--- config.mk ---
export PLATFORM = sky130hd
export DESIGN_NAME = tail_light_monitor
export DESIGN_NICKNAME = d
export VERILOG_FILES = /design/src/rtl/tail_light_monitor.sv
export SDC_FILE = /design/constraint.sdc
export NUM_CORES = 1
export LEC_CHECK = 0
export BUFFER_PORTS_ARGS = -buffer_cell sky130_fd_sc_hd__buf_2
export CAP_MARGIN = 0
export CORE_ASPECT_RATIO = 2
export CORE_UTILIZATION = 33
export DETAILED_ROUTE_END_ITERATION = 10
export HOLD_SLACK_MARGIN = 0.02
export RECOVER_POWER = 25
export SLEW_MARGIN = 20
export SYNTH_ARGS = -nofsm -noshare
export SYNTH_HDL_FRONTEND = slang
export SYNTH_SLANG_ARGS = --single-unit
--- constraint.sdc ---
create_clock -name clk -period 3.55 [get_ports clk]
set_input_delay 0.71 -clock clk [delete_from_list [all_inputs] [get_ports clk]]
set_output_delay 0.71 -clock clk [all_outputs]
set_load 0.02 [all_outputs]
--- src/rtl/tail_light_monitor.sv ---
// Tail-light bus checker: per-lamp duty over WINDOW samples -> OFF/DIM/ON, turn-sequence decode, error tracking.
// Latency: one cycle from a window's last sample to frame_valid; no backpressure, samples every cycle.
// Optional TAIL_DIM_CHECK_EN adds dim_fault (unlit lamps must glow dim).
module tail_light_monitor #(
    parameter int WINDOW     = 16,
    parameter int ON_THRESH  = 12,
    parameter int DIM_THRESH = 1
) (
    input  logic        clk,
    input  logic        reset,
    input  logic [5:0]  light,
    input  logic        err_clr,
    output logic        frame_valid,
    output logic [11:0] lamp_state,
    output logic        left_active,
    output logic        right_active,
    output logic [1:0]  phase,
    output logic        seq_error,
`ifdef TAIL_DIM_CHECK_EN
    output logic [7:0]  error_count,
    output logic        dim_fault
`else
    output logic [7:0]  error_count
`endif
);

    localparam int CW = $clog2(WINDOW + 1);
    localparam int WW = $clog2(WINDOW);
    localparam logic [WW-1:0] WIN_LAST = WW'(WINDOW - 1);
    localparam logic [CW-1:0] ON_T     = CW'(ON_THRESH);
    localparam logic [CW-1:0] DIM_T    = CW'(DIM_THRESH);
    localparam logic [1:0] CLS_OFF = 2'b00;
    localparam logic [1:0] CLS_DIM = 2'b01;
    localparam logic [1:0] CLS_ON  = 2'b10;

    typedef enum logic [2:0] {
        ST_IDLE, ST_L1, ST_L2, ST_L3, ST_R1, ST_R2, ST_R3
    } state_t;

    logic [WW-1:0] win_cnt;
    logic [CW-1:0] lamp_cnt [6];
    logic [CW-1:0] cnt_nxt  [6];
    logic [1:0]    cls      [6];
    logic [11:0]   cls_vec;
    logic [5:0]    on_set;
    logic          win_end;
    state_t        state;
    state_t        frame_state;
    logic          frame_ok;
    logic          trans_ok;
    logic          err_evt;

    function automatic logic [1:0] phase_of(input state_t s);
        case (s)
            ST_L1, ST_R1: phase_of = 2'd1;
            ST_L2, ST_R2: phase_of = 2'd2;
            ST_L3, ST_R3: phase_of = 2'd3;
            default:      phase_of = 2'd0;
        endcase
    endfunction

    // Classification includes the sample arriving on the window's last cycle.
    always_comb begin
        win_end = (win_cnt == WIN_LAST);
        cls_vec = '0;
        on_set  = '0;
        for (int i = 0; i < 6; i++) begin
            cnt_nxt[i] = lamp_cnt[i] + CW'(light[i]);
            cls[i]     = CLS_OFF;
            if (cnt_nxt[i] >= ON_T)
                cls[i] = CLS_ON;
            else if (cnt_nxt[i] >= DIM_T)
                cls[i] = CLS_DIM;
            cls_vec[2*i +: 2] = cls[i];
            on_set[i]         = (cls[i] == CLS_ON);
        end
    end

    // Only fully lit lamps form the frame; DIM reads as unlit.
    always_comb begin
        frame_ok    = 1'b1;
        frame_state = ST_IDLE;
        case (on_set)
            6'b000000: frame_state = ST_IDLE;
            6'b001000: frame_state = ST_L1;
            6'b011000: frame_state = ST_L2;
            6'b111000: frame_state = ST_L3;
            6'b000100: frame_state = ST_R1;
            6'b000110: frame_state = ST_R2;
            6'b000111: frame_state = ST_R3;
            default:   frame_ok    = 1'b0;
        endcase
    end

    always_comb begin
        trans_ok = 1'b0;
        if (frame_state == ST_IDLE || frame_state == state) begin
            trans_ok = 1'b1;
        end else begin
            case (state)
                ST_IDLE: trans_ok = (frame_state == ST_L1) || (frame_state == ST_R1);
                ST_L1:   trans_ok = (frame_state == ST_L2);
                ST_L2:   trans_ok = (frame_state == ST_L3);
                ST_R1:   trans_ok = (frame_state == ST_R2);
                ST_R2:   trans_ok = (frame_state == ST_R3);
                default: trans_ok = 1'b0;
            endcase
        end
        err_evt = win_end && !(frame_ok && trans_ok);
    end

`ifdef TAIL_DIM_CHECK_EN
    logic any_off;
    always_comb begin
        any_off = 1'b0;
        for (int i = 0; i < 6; i++)
            if (cls[i] == CLS_OFF)
                any_off = 1'b1;
    end
`endif

    always_ff @(posedge clk) begin
        if (reset) begin
            win_cnt      <= '0;
            for (int i = 0; i < 6; i++)
                lamp_cnt[i] <= '0;
            state        <= ST_IDLE;
            frame_valid  <= 1'b0;
            lamp_state   <= '0;
            left_active  <= 1'b0;
            right_active <= 1'b0;
            phase        <= 2'd0;
            seq_error    <= 1'b0;
            error_count  <= 8'd0;
`ifdef TAIL_DIM_CHECK_EN
            dim_fault    <= 1'b0;
`endif
        end else begin
            frame_valid <= win_end;
            if (win_end) begin
                win_cnt <= '0;
                for (int i = 0; i < 6; i++)
                    lamp_cnt[i] <= '0;
                state        <= frame_state;
                lamp_state   <= cls_vec;
                left_active  <= (frame_state inside {ST_L1, ST_L2, ST_L3});
                right_active <= (frame_state inside {ST_R1, ST_R2, ST_R3});
                phase        <= phase_of(frame_state);
`ifdef TAIL_DIM_CHECK_EN
                dim_fault    <= frame_ok && any_off;
`endif
            end else begin
                win_cnt <= win_cnt + WW'(1);
                for (int i = 0; i < 6; i++)
                    lamp_cnt[i] <= cnt_nxt[i];
            end

            // A coincident error beats err_clr and restarts the count at one.
            if (err_evt) begin
                seq_error <= 1'b1;
                if (err_clr)
                    error_count <= 8'd1;
                else if (error_count != 8'hff)
                    error_count <= error_count + 8'd1;
            end else if (err_clr) begin
                seq_error   <= 1'b0;
                error_count <= 8'd0;
            end
        end
    end

endmodule

After elaboration in Yosys (flattened, before gate mapping)
Memory sizes are Yosys's and may differ from the RTL's. Cells that the tools add are included.

Add/sub/neg operators: 8. Magnitude comparators: 12. Mux-type cells: 43. Bitwise logic cells: 12. Reductions and logical operators: 18. Equal/unequal tests: 25.

Operator list (number): $mux 5 (12); $mux 8 (4); $add 5x1->5 (6); $ge 5x1->1 const B (6); $ge 5x4->1 const B (6); $eq 6x3->1 const B (3); $mux 1 (18); $pmux 3 s6 (1); $eq 3x3->1 const B (5); $eq 2x2->1 const B (6); $mux 2 (6); $or 1x1->1 (12); $eq 3x2->1 const B (3); $add 8x1->8 const B (1); $ne 8x8->1 const B (1); $reduce_or 2->1 (4); $reduce_or 7->1 (1); $eq 3x1->1 const B (2); $eq 6x4->1 const B (1); $eq 6x5->1 const B (1); $eq 6x6->1 const B (1); $logic_not 3->1 (2); $logic_not 6->1 (1); $pmux 2 s3 (1); other kinds (10) (14).

Bits of input ports: 9. Memories: 1. Output and inout port bits: 26. RAM bits: 30. Bits in registers: 33.

Memories: lamp_cnt (words 6, bits a word 5, rd ports 6, clocked after Yosys merged registers in 0, write ports 6, RTL line 41) `logic [CW-1:0] lamp_cnt [6];`.

Logic depth before layout (Yosys ltp)
An unclocked memory read counts as a cell.

Depth after elaboration: 17. Depth in mapped cells: 15.

Worst setup path after synthesis
No wires, ideal clock.

Kind: input to register. Start point: input light[3]. End point: register error_count[5]. Arrival: 3.442 ns. Path buffers: 2. Path slack: -0.007 ns. Data required time: 3.435 ns. Stages on the path: 13. Path through: ha_1 > ha_1 > buf_6 > nand3b_4 > o311ai_4 > nand3_1 > o32a_1 > nor4_2 > nor4_2 > a211oi_4 > buf_6 > a21oi_2 > a31o_1.

Longest elaborated chain between the ends: 16.

Ends and longest elaborated chain: start: declaration (RTL line 11) `input logic [5:0] light,`; $add 5x1->5 (*) (RTL line 68) `cnt_nxt[i] = lamp_cnt[i] + CW'(light[i]);`; $ge 5x1->1 (RTL line 72) `else if (cnt_nxt[i] >= DIM_T)`; $mux 1 (RTL line 72); $mux 2 (*) (RTL line 70) `if (cnt_nxt[i] >= ON_T)`; $eq 2x2->1 (*) (RTL line 75) `on_set[i] = (cls[i] == CLS_ON);`; $eq 6x3->1, or another cell as far along (RTL line 83) `case (on_set)`; $pmux 3 s6 (RTL line 83); $eq 3x1->1 / $eq 3x3->1 (equally long branches) (RTL line 101) `ST_IDLE: trans_ok = (frame_state == ST_L1) || (frame_state == ST_R1);`; $logic_or 1x1->1 (RTL line 101); $pmux 1 s5 (RTL line 100) `case (state)`; $mux 1 (RTL line 97) `if (frame_state == ST_IDLE || frame_state == state) begin`; $logic_and 1x1->1 (*) (RTL line 109) `err_evt = win_end && !(frame_ok && trans_ok);`; $logic_not 1->1 (*) (RTL line 109); $logic_and 1x1->1 (*) (RTL line 109); $reduce_bool 2->1 (no source line); $reduce_and 2->1 (no source line); end signal: assignment (RTL line 164) `error_count <= error_count + 8'd1;`; end: declaration (RTL line 23) `output logic [7:0] error_count`.

Mark *: on every way between the ends. The rest lies on a longest branch, timed or not. A chain may end at the register's enable or synchronous reset.

Final worst setup path
Start point: input light[3]. End point: register error_count[0].

The elaborated chain is that of the path after synthesis.

==> key figures <==
Timing
  • Fin crit share: 95.4%
  • Min Tclk post-route: 3390 ps
  • RSZ-0062 raised after global routing: no
  • Setup violations, final: 0
  • Slew @ Worst Pin: 773 ps
  • Final Hold Violating Endpoints: 0
  • Pins Over Slew Limit: 0
  • Fmax: 295 MHz
  • Final worst slack: 163 ps
  • Max-Slew Margin vs Limit: 48.5%
  • Setup TNS: 0 ps
  • Setup Skew: 4.68 ps

Setup path
  • CP Class: in -> reg
  • Cell repeated most along the worst path: ha_1
  • Worst Path Arrival: 3670 ps
  • Required @ worst endpoint: 3830 ps
  • CP top delay family: compound AO/OA/AOI/OAI gates
  • Crit-path cells: buf_2 -> ha_1 -> ha_1 -> nand3b_4 -> o2111ai_1 -> o311a_1 -> nand2_1 -> nor3_1 -> nand4_1 -> o31ai_1 -> buf_4 -> a211oi_4 -> buf_12 -> a2111oi_2 -> a21o_1
  • Worst setup SP type: input pin
  • Crit path buf inv count: 3
  • CP peak stage delay: 360 ps
  • CP Max Fanout: 17
  • Crit. End Element: flip-flop
  • Critical path's slowest cell: nor3_1

CTS
  • Clk sinks: 63
  • CTS tree: built
  • Clock transition at path regs: 50 ps
  • H-Tree Depth: 3
  • Root Buffer: clkbuf_16
  • Maximum clock path buffer count: 2
  • Post-CTS setup buffers: 0
  • Cts hold-fix bufs: 0
  • Cts bufs inserted: 9
  • Skew-Pair Late Insertion Delay: 330 ps

Layout
  • Inserted Diodes: 0
  • Most frequent cells in the layout: 52 x nor2_1, 36 x nand2_1, 35 x buf_4
  • Fraction of layout cells with a size suffix above 1: 18.7%
  • Most common cell after layout, fill and taps aside: nor2_1
  • Multi-input logic area: 2090 µm²
  • Synthesis-to-layout area growth: 21.7%
  • Post-layout net count: 500
  • Seq. cell area: 1560 µm²
  • Filler cells: 1,104

Pwr
  • Pwr dens: 413 nW/µm²
  • Max VDD drop: 0.000223 V
  • Pleak: 0.00184 µW

Placement
  • Placer Congestion: 0.895
  • Post-Place Setup Slack: -214 ps
  • Port buffer count: 34
  • Hpwl dp: 6780 µm

Detailed routing
  • Detailed Route Iter0 Violations: 77
  • Final WL: 8810 µm
  • DRT Pass-1 Iters: 5
  • Via count: 3,149
  • Final ANT Viol Nets: 0
  • DR vias/cell: 5.06
  • Drt drc: 0
  • WL per Instance: 14.2 µm

GRT
  • Total GRT Usage: 16.1%
  • Largest net degree at the start of global routing: 21
  • Total gr overflow: 0
  • First-pass GRT wire length: 14,700 µm
  • Initial antenna violation count: 0
  • Vias in the first global route: 3,171

Worst hold path
  • Hold Path Class: reg -> reg

Status
  • Status: completed

Synth
  • Sequential share of the synthesized area: 41.6%
  • Ys flop type: dfxtp_1
  • Ys async rst share: 0%
  • EDFF count, synth: 30
  • Avg Synthesized Cell Area: 9.50 µm²
  • Synthesized area: 3750 µm²
  • Post-synthesis cell type count: 61
  • Syn Inst Count: 395
  • Ys Warns: 0
  • Synthesis-stage register bit count: 63

Floorplan
  • Die width: 77.4 µm
  • Row Count: 54
  • Initial core utilization: 34.1%
  • I/O Pins: 35
  • Core footprint: 11,000 µm²
  • Die H: 153 µm
  • Die Area: 11,800 µm²

Job
  • Max-cap violations: 0
[worst reg2reg max path, delay by kind of cell (launching register included)]
family	cells	cell delay, ps
AOI/OAI and AO/OA	6	1160
DFF	1	360
adders and majority gates	2	450
and+or+nand+nor	4	910
buffers and inverters	2	330
[kinds of logic (layout without fill, tap and decap cells)]
family | count (synthesis) | after routing | share of synthesized area [%]
AND/OR/NAND/NOR | 174 | 174 | 24.9
AO/OA/AOI/OAI | 83 | 83 | 17.4
flip-flops | 63 | 63 | 41.6
buffers and inverters | 36 | 94 | 5.74
XOR/XNOR | 24 | 24 | 5.60
adder cells (fa/ha/maj) | 14 | 14 | 4.67
other | 1 | 30 | 0.0999
[area by class of cell]
class | instances | area share [%]
Inverter | 7 | 0.575
Clock inverter | 4 | 0.438
Multi-Input combinational cell | 325 | 45.9
Tap cell | 140 | 3.84
Sequential cell | 63 | 34.2
Clock buffer | 12 | 5.62
Timing Repair Buffer | 71 | 9.48
[cell usage after synthesis (all sizes together) (4+ instances only)]
cell type	count	area share, %
o21ai	4	0.53
clkbuf	10	1.0
buf	19	4.0
a31oi	6	1.0
nand3b	4	1.5
dfxtp	33	18
o31ai	5	1.3
nand2	36	3.6
and2	15	2.5
a211oi	5	1.3
o311ai	8	2.3
and3	7	1.2
edfxtp	30	24
inv	7	0.70
xnor2	8	1.9
nor3	13	1.9
ha	14	4.7
nor2	52	5.2
xor2	16	3.7
nand3	22	2.9
or2	4	0.67
a21oi	29	4.1
[state kept, by name, indices dropped and copies added (netlist names), 2 cells and up]
signal,flops
lamp_state,12
state,3
win_cnt,4
phase,2
error_count,8
lamp_cnt,30
[per-stage QoR]
stage	utilization, %	cell area (µm²)	total power, µW	std cells	hold slack (ps)
2_1_floorplan	-	3860	1010	424	418
3_3_place_gp	39.1	4310	1070	606	428
3_5_place_dp	39.1	4310	1080	606	440
4_1_cts	41.6	4580	1910	622	452
5_1_grt	41.5	4570	1970	622	481
6_report	41.5	4570	1890	622	448
[per-layer routing]
layer,share of wire (%),vias to the layer above,track usage (%)
met5,0,-,0
met4,4.4,0,10.4
met3,2.8,31,3.35
met2,55,65,30.3
met1,37,1482,15.1
li1,-,1571,-
[what timing repair did]
| action | CTS | global route |
|---|---|---|
| setup endpoints to repair | 0 | 3 |
| gates resized for setup | 0 | 2 |
| endpoints found under the hold margin | 0 | 0 |
[where the power goes]
part | total, µW | internal, µW | leakage, µW | switching (µW)
combinational | 241 | 110 | 0.00112 | 132
sequential | 831 | 796 | 0.000573 | 34.1
clock | 815 | 505 | 0.000142 | 310
[path summary, 6_finish.rpt]
| check | end | slack, ps | cells past startpoint | start |
|---|---|---|---|---|
| worst max register to register | error_count[0] | 270 | 14 | lamp_cnt[3][0] |
| worst max-delay path | error_count[0] | 160 | 15 | light[3] |
| worst min register to register | win_cnt[0] | 450 | 1 | win_cnt[0] |
| worst min-delay path | win_cnt[0] | 450 | 1 | win_cnt[0] |
Power figures use the tool's default switching activity.
